`config.mk`:
```
export PLATFORM = sky130hd
export DESIGN_NAME = display_scan
export DESIGN_NICKNAME = d
export VERILOG_FILES = /design/src/rtl/disp_pkg.sv /design/src/rtl/tick_gen.sv /design/src/rtl/display_scan.sv
export SDC_FILE = /design/constraint.sdc
export NUM_CORES = 1
export LEC_CHECK = 0
export ABC_AREA = 1
export CORE_MARGIN = 4
export CORE_UTILIZATION = 40
export CTS_CLUSTER_DIAMETER = 120
export CTS_CLUSTER_SIZE = 8
export DETAILED_ROUTE_END_ITERATION = 12
export GPL_TIMING_DRIVEN = 0
export PLACE_DENSITY = 0.71
export SYNTH_ARGS = -nofsm -noshare
export SYNTH_HDL_FRONTEND = slang
export SYNTH_SLANG_ARGS = --single-unit
```
`constraint.sdc`:
```
create_clock -name clk -period 2.09 [get_ports clk]
set_input_delay 0.418 -clock clk [delete_from_list [all_inputs] [get_ports clk]]
set_output_delay 0.418 -clock clk [all_outputs]
set_load 0.005 [all_outputs]
```
`src/rtl/disp_pkg.sv`:
```
// Shared types and helpers for the multiplexed 4-digit display scanner.
package disp_pkg;

  localparam int NUM_DIGITS = 4;

  typedef logic [$clog2(NUM_DIGITS)-1:0] digit_idx_t;
  typedef logic [NUM_DIGITS-1:0]         anode_t;

  // Active-low anode pattern with only the selected digit driven low.
  function automatic anode_t one_cold(input digit_idx_t idx);
    return ~(anode_t'(1) << idx);
  endfunction

endpackage

```
`src/rtl/tick_gen.sv`:
```
// Free-running prescaler 0..DIV-1; tick is registered and high while count == DIV-1.
module tick_gen #(
  parameter  int DIV = 4,
  localparam int CW  = $clog2(DIV)
) (
  input  logic          clk,
  input  logic          rst,
  output logic [CW-1:0] count,
  output logic          tick
);

  always_ff @(posedge clk) begin
    if (rst) begin
      count <= '0;
      tick  <= 1'b0;
    end else begin
      count <= (count == CW'(DIV - 1)) ? '0 : count + 1'b1;
      // Raised one cycle early so the registered pulse lines up with count == DIV-1.
      tick  <= (count == CW'(DIV - 2));
    end
  end

endmodule

```
`src/rtl/display_scan.sv`:
```
// Four-digit display scanner with dead-time blanking and per-digit masking.
// Optional whole-display blinking is enabled by defining DISPLAY_SCAN_BLINK_EN.
module display_scan
  import disp_pkg::*;
#(
  parameter int REFRESH_DIV = 50000,
  parameter int DEAD_CYC    = 500,
  parameter int BLINK_DIV   = 256
) (
  input  logic       clk,
  input  logic       rst,
  input  logic [3:0] digit_mask,
  input  logic       blink,
  output logic       sel,
  output logic       nib,
  output anode_t     an,
  output logic       tick
);

  localparam int CW = $clog2(REFRESH_DIV);

  logic [CW-1:0] count;
  logic [CW-1:0] count_nxt;
  digit_idx_t    idx;
  digit_idx_t    idx_nxt;
  logic          blink_off;
  logic          lit;

  tick_gen #(.DIV(REFRESH_DIV)) u_tick_gen (
    .clk   (clk),
    .rst   (rst),
    .count (count),
    .tick  (tick)
  );

  // NOTE: outputs are registered from next-cycle values so every output lines up
  // with the prescaler and index it describes, without any combinational path out.
  always_comb begin
    count_nxt = tick ? '0 : count + 1'b1;
    idx_nxt   = tick ? idx + 1'b1 : idx;
    lit       = digit_mask[idx_nxt] && (int'(count_nxt) >= DEAD_CYC) && !blink_off;
  end

`ifdef DISPLAY_SCAN_BLINK_EN
  localparam int BW = (BLINK_DIV > 1) ? $clog2(BLINK_DIV) : 1;

  logic [BW-1:0] blink_cnt;
  logic          phase;
  logic          blink_wrap;
  logic          phase_nxt;

  always_comb begin
    blink_wrap = tick && (blink_cnt == BW'(BLINK_DIV - 1));
    phase_nxt  = blink_wrap ? ~phase : phase;
    blink_off  = blink && phase_nxt;
  end

  always_ff @(posedge clk) begin
    if (rst) begin
      blink_cnt <= '0;
      phase     <= 1'b0;
    end else if (tick) begin
      blink_cnt <= blink_wrap ? '0 : blink_cnt + 1'b1;
      phase     <= phase_nxt;
    end
  end
`else
  logic unused_blink;
  assign unused_blink = blink;
  assign blink_off    = 1'b0;
`endif

  always_ff @(posedge clk) begin
    if (rst) begin
      idx <= '0;
      sel <= 1'b0;
      nib <= 1'b0;
      an  <= '1;
    end else begin
      idx <= idx_nxt;
      sel <= idx_nxt[1];
      nib <= idx_nxt[0];
      an  <= lit ? one_cold(idx_nxt) : '1;
    end
  end

endmodule

```
==> impl_metrics.env, run 1 <==
export IMPL_dr_pass1_iters=4
export IMPL_drv_cap=0
export IMPL_p_clk_frac=0.302
export IMPL_hold_viol=0
export IMPL_drive_gt1_frac=0.101
export IMPL_worst_ep_arrival_time_ns=1.31
export IMPL_routedWlPerCell_um=10.9
export IMPL_antenna_found_initial=0
export IMPL_worstPathMaxFanout=5
export IMPL_outcome="finished clean"
export IMPL_dieArea_mm2=0.00401
export IMPL_final_max_slew_viol_count=0
export IMPL_grt_max_degree=14
export IMPL_grtUsageTotal=0.139
export IMPL_fin_tns_setup_ns=0
export IMPL_io_pins=14
export IMPL_internal_power_uw=532
export IMPL_cts_resized=0
export IMPL_path_clk_slew_ns=0.13
export IMPL_fmax_ghz=0.579
export IMPL_numClockSinks=23
export IMPL_final_setup_worst_slack_ns=0.364
export IMPL_yosysSeqAreaShare=0.376
export IMPL_clk_latency_ns=0.32
export IMPL_portBuffers=12
export IMPL_min_path_type="reg2reg"
export IMPL_fin_crit_ns=1.73
export IMPL_finalSetupViolCount=0
export IMPL_yosysWarnings=0
export IMPL_netSwitchingPower_uw=164
export IMPL_combPwrFrac=0.051
export IMPL_diodes=0
export IMPL_htree_levels=1
export IMPL_wl_mm=2.50
export IMPL_avgSynthCellArea_um2=6.69
export IMPL_grt_overflow_total=0
export IMPL_cts_max_path_buffers=2
export IMPL_ys_ff_latch=23
export IMPL_worstSetupPathType="reg2out"
export IMPL_peakVddDrop_mv=0.239
export IMPL_row_count=19
export IMPL_syn_nets=192
export IMPL_crit_chain="clkdlybuf4s50_1"
export IMPL_drc=0
export IMPL_hpwl_mm=1.92
export IMPL_first_iter_violations=48
export IMPL_finalCritPeriodShare=0.826
export IMPL_finalPower_uw=696
export IMPL_cts_root_buf="clkbuf_4"
export IMPL_cp_end_kind="output port"
export IMPL_cts_buffers=3
export IMPL_synth_cells=183
export IMPL_initial_utilization=0.433
export IMPL_areaGrowthSynthToFinish_pct=15.2
export IMPL_required_ns=1.67
export IMPL_dr_total_vias=1128
export IMPL_p_sw_frac=0.235
export IMPL_cts_hold_buf=0
export IMPL_place_congestion=0.840
export IMPL_clock_skew_ns=0.00545
export IMPL_p_leak_uw=0.000555
export IMPL_tightestPinTransition_ns=0.399
export IMPL_ys_types=23
export IMPL_cp_top_family="buffers and inverters"
export IMPL_rsz0062_at_grt="false"
export IMPL_postCtsSetupBuffers=0
export IMPL_preCtsSetupSlack_ns=0.366
export IMPL_cp_slowest_stage_delay_ns=0.54
export IMPL_start_kind="flip-flop"
export IMPL_netlist_area_mm2=0.00122
export IMPL_grt_pass1_wl_mm=4.50
export IMPL_vias_per_cell=4.90
export IMPL_cts_tree="built"
export IMPL_grt_pass1_vias=1089
export IMPL_cp_slowest_cell="clkdlybuf4s50_1"
export IMPL_slew_limit_headroom=0.731
export IMPL_path_buf_inv=1
export IMPL_die_h_um=63.3
export IMPL_seqPwrFrac=0.647
export IMPL_antenna_left=0
export IMPL_design_core_area_mm2=0.00283
export IMPL_nets=209
export IMPL_die_w_um=63.3
export IMPL_p_per_area_mw_per_mm2=493
==> cell usage in the layout, fill, tap and decap left out <==
master / n
nand2_1: 46
nor2_1: 30
dfxtp_1: 23
inv_1: 21
nand3_1: 19
clkdlybuf4s50_1: 12
nand4_1: 8
a21oi_1: 8
nor2_4: 4
nand2_2: 4
o21ai_1: 3
clkbuf_4: 3
inv_2: 2
nor2_2: 2
nor3_1: 2
ha_1: 2
nor4_1: 1
buf_2: 1
nand2_4: 1
xnor2_1: 1
clkinv_1: 1
xor2_1: 1
xnor2_2: 1
or2_2: 1
nor3b_1: 1
clkinv_2: 1
==> per-stage QoR <==
stage	hold slack (ns)	instances	utilization	instance area, um^2
after floorplan	0.451	183	-	1220
after global placement	0.472	226	0.489	1380
after CTS	0.515	230	0.498	1410
after global routing	0.555	230	0.498	1410
final	0.507	230	0.498	1410
after detailed placement	0.484	226	0.489	1380
==> cell usage after synthesis, drive strengths merged <==
cell type  instances  area share
nand2             51        0.17
nor2              36        0.14
dfxtp             23        0.38
inv               23       0.071
nand3             19       0.078
a21oi              8       0.033
nand4              8       0.041
o21ai              3       0.012
ha                 2       0.020
nor3               2      0.0082
xnor2              2       0.020
buf                1      0.0041
clkinv             1      0.0031
nor3b              1      0.0061
nor4               1      0.0051
or2                1      0.0051
xor2               1      0.0072
==> power by group through the flow <==
stage	registers [uW]	clock network (uW)	logic [uW]
6_report	450	210	35.4
3_5_place_dp	460	0	35.4
4_1_cts	450	220	35.6
2_1_floorplan	459	0	19.9
3_3_place_gp	460	0	35.4
5_1_grt	452	240	39.7
==> cell type report <==
type	instances	area, um^2
fill	286	1420
multi-input combinational	135	668
sequential	23	460
timing repair buffer	12	120
inverter	24	90.1
tap	31	38.8
clock buffer	3	22.5
clock inverter	1	5.00
buffer	1	5.00
==> logic make-up after synthesis <==
| family | Yosys count | share of synthesized area |
|---|---|---|
| AND/OR/NAND/NOR | 119 | 0.453 |
| buffers and inverters | 25 | 0.0777 |
| flip-flops | 23 | 0.376 |
| AO/OA/AOI/OAI | 11 | 0.0450 |
| XOR/XNOR | 3 | 0.0276 |
| adder cells (fa/ha/maj) | 2 | 0.0204 |
==> flip-flops by register name, summed over array words and instances (netlist names) <==
signal,flops
an,4
idx,1
sel,1
u_tick_gen.count,16
u_tick_gen.tick,1
==> per-layer routing <==
layer / global-route usage / share of wire / vias to the layer above
met3: 0.0213 / 0.063 / 5
met1: 0.174 / 0.50 / 474
met5: 0 / 0 / -
met2: 0.232 / 0.42 / 30
li1: - / - / 619
met4: 0.0701 / 0.019 / 0
==> final timing paths <==
path / start / end / slack, ns / cells after the start
min reg2reg: u_tick_gen.count[0]$_SDFF_PP0_ / u_tick_gen.count[0]$_SDFF_PP0_ / 0.51 / 1
min: u_tick_gen.count[0]$_SDFF_PP0_ / u_tick_gen.count[0]$_SDFF_PP0_ / 0.51 / 1
max reg2reg: u_tick_gen.count[8]$_SDFF_PP0_ / u_tick_gen.count[15]$_SDFF_PP0_ / 0.39 / 6
max: u_tick_gen.tick$_SDFF_PP0_ / tick / 0.36 / 1
Note: power is estimated with default switching activity, not from simulation.
==> inputs of run 2 (changes only) <==
==> constraint.sdc (replaced) <==
create_clock -name clk -period 1.69 [get_ports clk]
set_input_delay 0.338 -clock clk [delete_from_list [all_inputs] [get_ports clk]]
set_output_delay 0.338 -clock clk [all_outputs]
set_load 0.005 [all_outputs]
==> impl_metrics.env, run 2 (synthesis results as in run 1) <==
export IMPL_outcome="finished clean"
export IMPL_final_max_slew_viol_count=0
export IMPL_peakVddDrop_mv=0.298
export IMPL_whs_path_depth=1
export IMPL_met2_usage=0.232
export IMPL_cp_top_family="buffers and inverters"
export IMPL_drc=0
export IMPL_grt_overflow_total=0
export IMPL_worstSetupPathType="reg2out"
export IMPL_clk_latency_ns=0.32
export IMPL_dpl_cell_area_mm2=0.00138
export IMPL_rsz0062_at_grt="false"
export IMPL_numClockSinks=23
export IMPL_finalCritPeriodShare=0.937
export IMPL_p_per_area_mw_per_mm2=596
export IMPL_diodes=0
export IMPL_reg_top3="u_tick_gen.count (16), an (4)"
export IMPL_rr_worst_depth=10
export IMPL_wl_mm=2.57
export IMPL_dr_pass1_iters=4
export IMPL_min_path_type="reg2reg"
export IMPL_required_ns=1.35
export IMPL_design_core_area_mm2=0.00283
export IMPL_cp_slowest_cell="clkdlybuf4s50_1"
export IMPL_drv_cap=0
export IMPL_die_h_um=63.3
export IMPL_postCtsSetupBuffers=0
export IMPL_largest_register="u_tick_gen.count"
export IMPL_final_area_mm2=0.00145
export IMPL_p_leak_uw=0.000571
export IMPL_dr_total_vias=1136
export IMPL_antenna_left=0
export IMPL_antenna_found_initial=0
export IMPL_finalSetupViolCount=0
export IMPL_crit_chain="clkdlybuf4s50_1"
export IMPL_busiest_layer="met2"
export IMPL_cts_root_buf="clkbuf_4"
export IMPL_start_kind="flip-flop"
export IMPL_largest_register_ffs=16
export IMPL_utilization=0.513
export IMPL_grt_use_met1=0.174
export IMPL_grt_pass1_vias=1089
export IMPL_routedWlPerCell_um=11.2
export IMPL_hold_viol=0
export IMPL_cts_max_path_buffers=2
export IMPL_dieArea_mm2=0.00401
export IMPL_cp_depth=1
export IMPL_path_clk_slew_ns=0.13
export IMPL_fmax_ghz=0.631
export IMPL_fin_crit_ns=1.58
export IMPL_grt_use_met3=0.0213
export IMPL_initial_utilization=0.433
export IMPL_place_congestion=0.840
export IMPL_worstPathMaxFanout=3
export IMPL_drive_gt1_frac=0.156
export IMPL_portBuffers=12
export IMPL_worst_ep_arrival_time_ns=1.25
export IMPL_io_pins=14
export IMPL_die_w_um=63.3
export IMPL_cts_buffers=3
export IMPL_grt_pass1_wl_mm=4.50
export IMPL_path_buf_inv=1
export IMPL_first_iter_violations=62
export IMPL_areaGrowthSynthToFinish_pct=18.7
export IMPL_cp_end_kind="output port"
export IMPL_vias_per_cell=4.94
export IMPL_hpwl_mm=1.92
export IMPL_cts_tree="built"
export IMPL_slew_limit_headroom=0.773
export IMPL_cp_slowest_stage_delay_ns=0.52
export IMPL_nets=209
export IMPL_clock_skew_ns=0.00619
export IMPL_cts_hold_buf=0
export IMPL_grtUsageTotal=0.139
export IMPL_row_count=19
export IMPL_htree_levels=1
export IMPL_grt_max_degree=14
export IMPL_mostFrequentLayoutCells="45 x nand2_1, 28 x nor2_1, 21 x inv_1"
export IMPL_tightestPinTransition_ns=0.339
export IMPL_final_common_cell="nand2_1"
-- run 2: final timing paths --
kind / slack (ns) / end / startpoint
setup / recovery: 0.11 / nib / idx[0]$_SDFF_PP0_
hold / removal: 0.46 / u_tick_gen.count[0]$_SDFF_PP0_ / u_tick_gen.count[0]$_SDFF_PP0_
setup reg to reg: 0.15 / an[3]$_SDFF_PP1_ / u_tick_gen.count[0]$_SDFF_PP0_
hold reg to reg: 0.46 / u_tick_gen.count[0]$_SDFF_PP0_ / u_tick_gen.count[0]$_SDFF_PP0_
-- run 2: layout make-up --
cell class / count / area [um^2]
fill: 279 / 1380
multi-input combinational: 135 / 698
sequential: 23 / 470
timing repair buffer: 12 / 120
inverter: 24 / 90.1
tap: 31 / 38.8
clock buffer: 3 / 22.5
buffer: 1 / 7.51
clock inverter: 1 / 5.00
-- run 2: per-stage QoR --
| stage | worst slack [ns] | power, uW | setup TNS, ns | hold WS (ns) | instances |
|---|---|---|---|---|---|
| 2_1_floorplan | 0.238 | 592 | 0 | 0.409 | 183 |
| 3_3_place_gp | 0.00829 | 612 | 0 | 0.472 | 226 |
| 3_5_place_dp | -0.0163 | 613 | -0.110 | 0.484 | 226 |
| 4_1_cts | 0.00877 | 874 | 0 | 0.515 | 230 |
| 5_1_grt | 0.0144 | 908 | 0 | 0.485 | 230 |
| 6_report | 0.106 | 866 | 0 | 0.465 | 230 |
-- run 2: routing by layer --
layer,routed length (um),share of wire,vias to the layer above
met5,0,0,-
met4,47,0.018,0
met3,116,0.045,5
met2,1090,0.42,29
met1,1320,0.51,483
li1,-,-,619
-- run 2: repair_timing --
item | CTS | global route
resized for setup | 1 | 14
pin swaps | 0 | 1
setup endpoints to repair | 10 | 15
-- run 2: power breakdown --
| group | leakage, uW | switching [uW] | internal, uW |
|---|---|---|---|
| Combinational | 0.000364 | 23.5 | 22.4 |
| Clock | 0.0000177 | 173 | 88.7 |
| Sequential | 0.000189 | 9.28 | 549 |
